File: config.mk
export PLATFORM = sky130hd
export DESIGN_NAME = sram_ecc_encoder
export DESIGN_NICKNAME = d
export VERILOG_FILES = /design/src/rtl/sram_ecc_encoder.sv
export SDC_FILE = /design/constraint.sdc
export NUM_CORES = 1
export LEC_CHECK = 0
export ABC_AREA = 1
export CORE_MARGIN = 1.5
export CORE_UTILIZATION = 45
export CTS_CLUSTER_SIZE = 20
export DETAILED_ROUTE_END_ITERATION = 8
export GPL_ROUTABILITY_DRIVEN = 0
export PLACE_DENSITY = 0.72
export SLEW_MARGIN = 20
export SYNTH_ARGS = -nofsm -noshare
export SYNTH_HDL_FRONTEND = slang
export SYNTH_SLANG_ARGS = --single-unit
File: constraint.sdc
create_clock -name clk -period 2.3 [get_ports clk]
set_input_delay 0.575 -clock clk [delete_from_list [all_inputs] [get_ports clk]]
set_output_delay 0.575 -clock clk [all_outputs]
set_load 0.02 [all_outputs]
File: src/rtl/sram_ecc_encoder.sv
// sram_ecc_encoder: write-side page ECC generator.
// Folds each 16-bit word of a page (batches 0..7) into a running 8-bit
// parity accumulator using the read-side decoder's code layout. No data is
// buffered. The finished code is presented one cycle after the last word.
module sram_ecc_encoder (
  input  logic        clk,
  input  logic        rst,
  input  logic        in_valid,
  input  logic [2:0]  in_batch,
  input  logic [15:0] data,
  input  logic        end_of_page,
  output logic [7:0]  code,
  output logic        code_valid,
  output logic        seq_err,
  output logic        busy
);

  typedef enum logic {ST_IDLE = 1'b0, ST_ACCUM = 1'b1} state_t;

  // Contribution of one word to the page code. Global bit index is
  // g = 16*w + b; code[k] (k<7) covers the bits whose (g+1) has bit k set.
  // The last bit of the page (w=7, b=15) is kept out of [6:0] and is
  // carried raw in code[7].
  function automatic logic [7:0] word_contrib(input logic [2:0] w,
                                              input logic [15:0] d);
    logic [7:0] c;
    logic [7:0] gp1;
    c = 8'd0;
    for (int b = 0; b < 16; b++) begin
      gp1 = {1'b0, w, 4'(b)} + 8'd1;
      if (!((w == 3'd7) && (b == 15))) begin
        c[6:0] = c[6:0] ^ (gp1[6:0] & {7{d[b]}});
      end else begin
        c[6:0] = c[6:0];
      end
    end
    c[7] = (w == 3'd7) & d[15];
    return c;
  endfunction

  state_t      state_q, state_d;
  logic [7:0]  acc_q, acc_d;
  logic [2:0]  exp_q, exp_d;
  logic [7:0]  code_q, code_d;
  logic        code_valid_q, code_valid_d;
  logic        seq_err_q, seq_err_d;
  logic [7:0]  contrib_s;

  // Next-state: fold accepted words, close pages, track expected batch index.
  always_comb begin
    contrib_s    = word_contrib(in_batch, data);
    state_d      = state_q;
    acc_d        = acc_q;
    exp_d        = exp_q;
    code_d       = code_q;
    code_valid_d = 1'b0;
    seq_err_d    = 1'b0;
    if (in_valid) begin
      seq_err_d = (in_batch != exp_q);
      if (end_of_page) begin
        // The closing word is folded directly into the output code, so
        // the accumulator can restart for a back-to-back page next cycle.
        code_d       = acc_q ^ contrib_s;
        code_valid_d = 1'b1;
        acc_d        = 8'd0;
        exp_d        = 3'd0;
        state_d      = ST_IDLE;
      end else begin
        acc_d   = acc_q ^ contrib_s;
        exp_d   = in_batch + 3'd1;
        state_d = ST_ACCUM;
      end
    end else begin
      state_d = state_q;
    end
  end

  // State and output registers; reset discards any partially built page.
  always_ff @(posedge clk or posedge rst) begin
    if (rst) begin
      state_q      <= ST_IDLE;
      acc_q        <= 8'd0;
      exp_q        <= 3'd0;
      code_q       <= 8'd0;
      code_valid_q <= 1'b0;
      seq_err_q    <= 1'b0;
    end else begin
      state_q      <= state_d;
      acc_q        <= acc_d;
      exp_q        <= exp_d;
      code_q       <= code_d;
      code_valid_q <= code_valid_d;
      seq_err_q    <= seq_err_d;
    end
  end

  assign code       = code_q;
  assign code_valid = code_valid_q;
  assign seq_err    = seq_err_q;
  assign busy       = (state_q == ST_ACCUM);

endmodule
==> results of run 1 <==
[per-layer routing]
layer	part of all wire	vias to the layer above	wire length, um	track usage
met3	0.039	2	125	0.0321
met1	0.51	625	1620	0.266
met4	0.0091	0	29	0.0408
met2	0.45	25	1430	0.278
met5	0	-	0	0
li1	-	803	-	-
[layout by cell type (no fill, tap or decap), types with 8 or more instances in the layout]
cell	Yosys	routed
nand2_1	93	93
clkdlybuf4s50_1	0	33
nand3_1	13	13
inv_2	8	8
xor2_1	12	12
nor2_1	16	16
dfrtp_1	22	22
xnor2_1	16	16
buf_4	1	8
inv_1	30	30
[final timing paths]
kind / start / endpoint / slack (ns) / cells past startpoint
max: code[5] / code[5] / 0.40 / 1
min: code[6] / code[6] / 0.49 / 2
max reg2reg: acc_q[0] / code[0] / 0.92 / 6
min reg2reg: code[6] / code[6] / 0.49 / 2
max in group asynchronous: rst / exp_q[2] / 1.50 / 3
min in group asynchronous: rst / code_valid / 0.58 / 3
[through the flow]
step,util,hold WS (ns)
floorplan,-,0.449
CTS,0.621,0.496
global route,0.621,0.516
global placement,0.605,0.462
finish,0.621,0.494
detailed placement,0.605,0.466
[area by class of cell]
cell class              count  area share
inverters                  39      0.0690
clock buffers               3      0.0106
flip-flops and latches     22       0.260
repair buffers             41       0.184
multi-input cells         176       0.435
clock inverters             1      0.0142
well taps                  46      0.0271
[sequential cells by signal, summed over array words and instances (netlist names)]
register / flops
acc_q: 8
exp_q: 3
code: 8
code_valid: 1
busy: 1
seq_err: 1
[logic make-up after synthesis]
family                     count (synthesis)  share of synthesized area
adders and majority gates                  2                     0.0153
and+or+nand+nor                          136                      0.363
xor gates and xnor gates                  28                      0.150
buffers and inverters                     42                     0.0987
AOI/OAI and AO/OA                         10                     0.0360
DFF                                       22                      0.337
[power groups by stage]
stage	sequential (mW)	combinational, mW	clock [mW]
floorplan	0.585	0.346	0
global placement	0.530	0.621	0
detailed placement	0.533	0.627	0
CTS	0.526	0.630	0.299
global route	0.535	0.697	0.317
finish	0.524	0.623	0.294
==> flow_summary.toml, run 1 <==
[yosys]
synth.most_common_cell = "nand2_1"
synth_top_area_share = 0.337
synth_commonest_cells = "nand2_1, inv_1, dfrtp_1"
yosys.area.top_type = "dfrtp_1"
synthCells = 240
ys_ff_latch = 22
syn_nets = 265
avgSynthCellArea_um2 = 6.81
mappedNetlistArea_mm2 = 0.00164
yosysUniqueCellTypes = 21
ys.flop_type = "dfrtp_1"
synthTopCellsByArea = "dfrtp_1, nand2_1, xnor2_1, inv_1, xor2_1"
async_reset_ff_frac = 1.00
synth-warning-count = 0
synth_seq_area_share = 0.337
synth_edf_count = 0

[pwr]
irDropWorstVdd_mv = 0.347
p_total_mw = 1.44
p_leak_nw = 1.15
p_per_area_mw_per_mm2 = 679
switching_share = 0.348
p_int_mw = 0.939
p_sw_mw = 0.502
clockPowerShare = 0.204
p_comb_frac = 0.432
power_frac_seq = 0.364

[worst_setup_path]
crit_slowest_cell = "clkdlybuf4s50_1"
start_kind = "flip-flop"
crit_required_ns = 1.73
crit_path_max_incr_delay_ns = 0.62
arrival_ns = 1.33
path_delay_family = "buffers and inverters"
crit_fanout = 2
worstSetupPathType = "reg -> out"
cp_cell_sequence = "clkdlybuf4s50_1"
crit_buf_inv = 1
crit_path_end_kind = "output pin"

[clock_tree]
cts-buffers-inserted = 3
cts_resized = 0
ctsHoldBuffers = 0
cts_sinks = 22
clk_pin_slew_ns = 0.12
cts_max_level = 1
cts_buffer_depth = 2
cts_tree = "built"
postCtsSetupRepairBufs = 0
clock_latency_ns = 0.31
clock-root-buffer = "clkbuf_4"

[layout]
n_fill_cell = 342
register_area_um2 = 551
finalNetCount = 308
syn_to_final_growth_pct = 29.7
final_layout_size_suffix_gt1_frac = 0.113
multi_input_area_um2 = 923
final_area_mm2 = 0.00212
diodes = 0
fin_cells = 328

[timing]
fin_ws_ns = 0.399
finalCritPeriodShare = 0.827
rsz0062_at_grt = "no"
setup_viol = 0
hold_viol = 0
fmax_mhz = 526
fin_crit_ns = 1.90
tns_ns = 0
fin_skew_ns = 0.00377
worstMarginPinSlew_ns = 0.271
drv_slew = 0
relSlewSlack = 0.819

[floorplanning]
core_area_mm2 = 0.00342
dieArea_mm2 = 0.00400
start_util = 0.479
rows = 21
die_w_um = 63.3
io_pins = 34
die_y_um = 63.3

[global_routing]
track_usage = 0.181
grt_overflow = 0
grt_max_degree = 23
grt_pass1_wl_mm = 5.82
first_global_vias = 1322
antenna_found_initial = 0

[detailed_routing]
via_per_inst = 4.44
vias = 1455
antenna_left = 0
wl_mm = 3.20
drt-pass1-iter-count = 4
drt_iter0_markers = 73
wire_per_inst_um = 9.76
drc_errors = 0

[job]
cap_violations = 0

[place]
post-place-cells = 324
hpwl_mm = 2.65
postPlaceCellArea_mm2 = 0.00207
post-place-ws_ns = 0.0791
port_buffers = 33

[worst_hold_path]
hold_path_class = "reg -> reg"

[status]
status = "finished clean"
(Power assumes the default switching activity.)
==> run 2, diff against run 1 <==
Settings changed: PLACE_DENSITY 0.72 to 0.74.
Clock period 2.3 ns to 1.7 ns, I/O delays scaled along.
==> flow_summary.toml, run 2 (synthesized netlist as in run 1, its figures left out) <==
[pwr]
irDropWorstVdd_mv = 0.391
p_total_mw = 1.94
p_per_area_mw_per_mm2 = 854
p_leak_nw = 1.37

[clock_tree]
cts_tree = "built"
cts_sinks = 22
ctsHoldBuffers = 0
postCtsSetupRepairBufs = 0
clk_pin_slew_ns = 0.13
cts-buffers-inserted = 3
cts_max_level = 1
clock_latency_ns = 0.32
cts_buffer_depth = 2
clock-root-buffer = "clkbuf_4"

[floorplanning]
rows = 21
io_pins = 34
die_w_um = 63.3
core_area_mm2 = 0.00342
die_y_um = 63.3
dieArea_mm2 = 0.00400
start_util = 0.479

[timing]
drv_slew = 0
rsz0062_at_grt = "no"
setup_viol = 0
fmax_mhz = 632
relSlewSlack = 0.817
fin_crit_ns = 1.58
worstMarginPinSlew_ns = 0.274
finalCritPeriodShare = 0.931
fin_skew_ns = 0.00567
hold_viol = 0

[worst_setup_path]
crit_required_ns = 1.92
crit_path_max_incr_delay_ns = 0.49
crit_path_end_kind = "flip-flop"
cp_cell_sequence = "clkdlybuf4s50_1, ha_2, nand3_1, xor2_1, inv_1, nand4_1, nand2_1, nand2_1, nand2_1"
crit_fanout = 2
timing.rr.start = "acc_q[0]"
worstSetupEndpoint = "acc_q[6]"
start_kind = "input pin"
crit_path_frequent_cell = "nand2_1"
reg2regPathDepth = 6
crit_slowest_cell = "clkdlybuf4s50_1"
worstReg2RegEnd = "acc_q[0]"
cp-startpoint = "in_batch[2]"
reg2reg_setup_slack_ns = 0.28
arrival_ns = 1.80
worstSetupPathType = "in -> reg"

[detailed_routing]
wl_met1_mm = 1.55
drc_errors = 0
dr_wl_met3_um = 184
via_per_inst = 4.59
vias = 1569
drt-pass1-iter-count = 4
wl_mm = 3.48
route.met2.wl_mm = 1.66
wire_per_inst_um = 10.2
drt_iter0_markers = 93
antenna_left = 0
top_layer_used = "met4"

[job]
cap_violations = 0

[global_routing]
track_usage = 0.184
first_global_vias = 1419
antenna_found_initial = 0
grt_max_degree = 23
grt_pass1_wl_mm = 5.90
grt_overflow = 0

[layout]
final_layout_size_suffix_gt1_frac = 0.196
n_fill_cell = 294
final_util = 0.666
layout_common_cells = "nand2_1, inv_1, dfrtp_1, buf_4"
final_common_cell = "nand2_1"
finalNetCount = 322
syn_to_final_growth_pct = 39.2
diodes = 0

[worst_hold_path]
hold_path_class = "in -> async"

[place]
hpwl_mm = 2.77
port_buffers = 33

[status]
status = "finished clean"
[run 2: cell types whose count changed in the layout (fill, tap and decap cells not counted), sizes merged]
cell	change
clkdlybuf4s50	-28
dlygate4sd2	+16
buf	+14
dlymetal6s2s	+12
[run 2: final cells by class]
type | instances | area (um^2) | share of cell area
multi-input combinational | 176 | 963 | 0.423
sequential | 22 | 551 | 0.242
timing repair buffer | 55 | 505 | 0.222
inverter | 39 | 146 | 0.0643
tap | 46 | 57.6 | 0.0253
clock inverter | 1 | 30.0 | 0.0132
clock buffer | 3 | 22.5 | 0.00990
[run 2: worst min path at each step]
stage / from / end / slack, ns / cells past startpoint
floorplan: rst / acc_q[0] / 0.41 / 1
global placement: code[2] / code[2] / 0.46 / 2
detailed placement: code[0] / code[0] / 0.46 / 2
CTS: rst / code[5] / 0.44 / 3
global route: rst / code[5] / 0.44 / 3
finish: rst / code[5] / 0.42 / 3
[run 2: where the power goes]
| group | leakage, nW | switching, mW | internal, mW | total (mW) |
|---|---|---|---|---|
| Clock | 0.0279 | 0.165 | 0.239 | 0.404 |
| Sequential | 0.281 | 0.0644 | 0.637 | 0.701 |
| Combinational | 1.06 | 0.470 | 0.368 | 0.838 |
[run 2: per-stage QoR]
| stage | setup slack, ns | hold slack (ns) | TNS (ns) | std cells | instance area [um^2] |
|---|---|---|---|---|---|
| floorplan | 0.166 | 0.414 | 0 | 240 | 1640 |
| global placement | -0.409 | 0.462 | -4.54 | 338 | 2170 |
| detailed placement | -0.403 | 0.465 | -4.73 | 338 | 2170 |
| CTS | 0.00915 | 0.436 | 0 | 342 | 2210 |
| global route | 0.0178 | 0.437 | 0 | 342 | 2280 |
| finish | 0.117 | 0.425 | 0 | 342 | 2280 |
[run 2: layer usage]
layer / GRT usage / up-vias
li1: - / 831
met1: 0.232 / 691
met2: 0.309 / 39
met3: 0.0321 / 8
met4: 0.0842 / 0
met5: 0 / -
[run 2: timing repair]
| item | in CTS | in global routing |
|---|---|---|
| hold endpoints to repair | 0 | 0 |
| cloned | 0 | 0 |
| gates resized for setup | 19 | 23 |
| pin swaps | 5 | 5 |
| setup endpoints to repair | 16 | 13 |
[run 2: worst max-delay path: cells and delay by family]
family | cells | cell delay, ns
adders and majority gates | 1 | 0.28
and+or+nand+nor | 5 | 0.35
buffers and inverters | 2 | 0.55
xor gates and xnor gates | 1 | 0.20
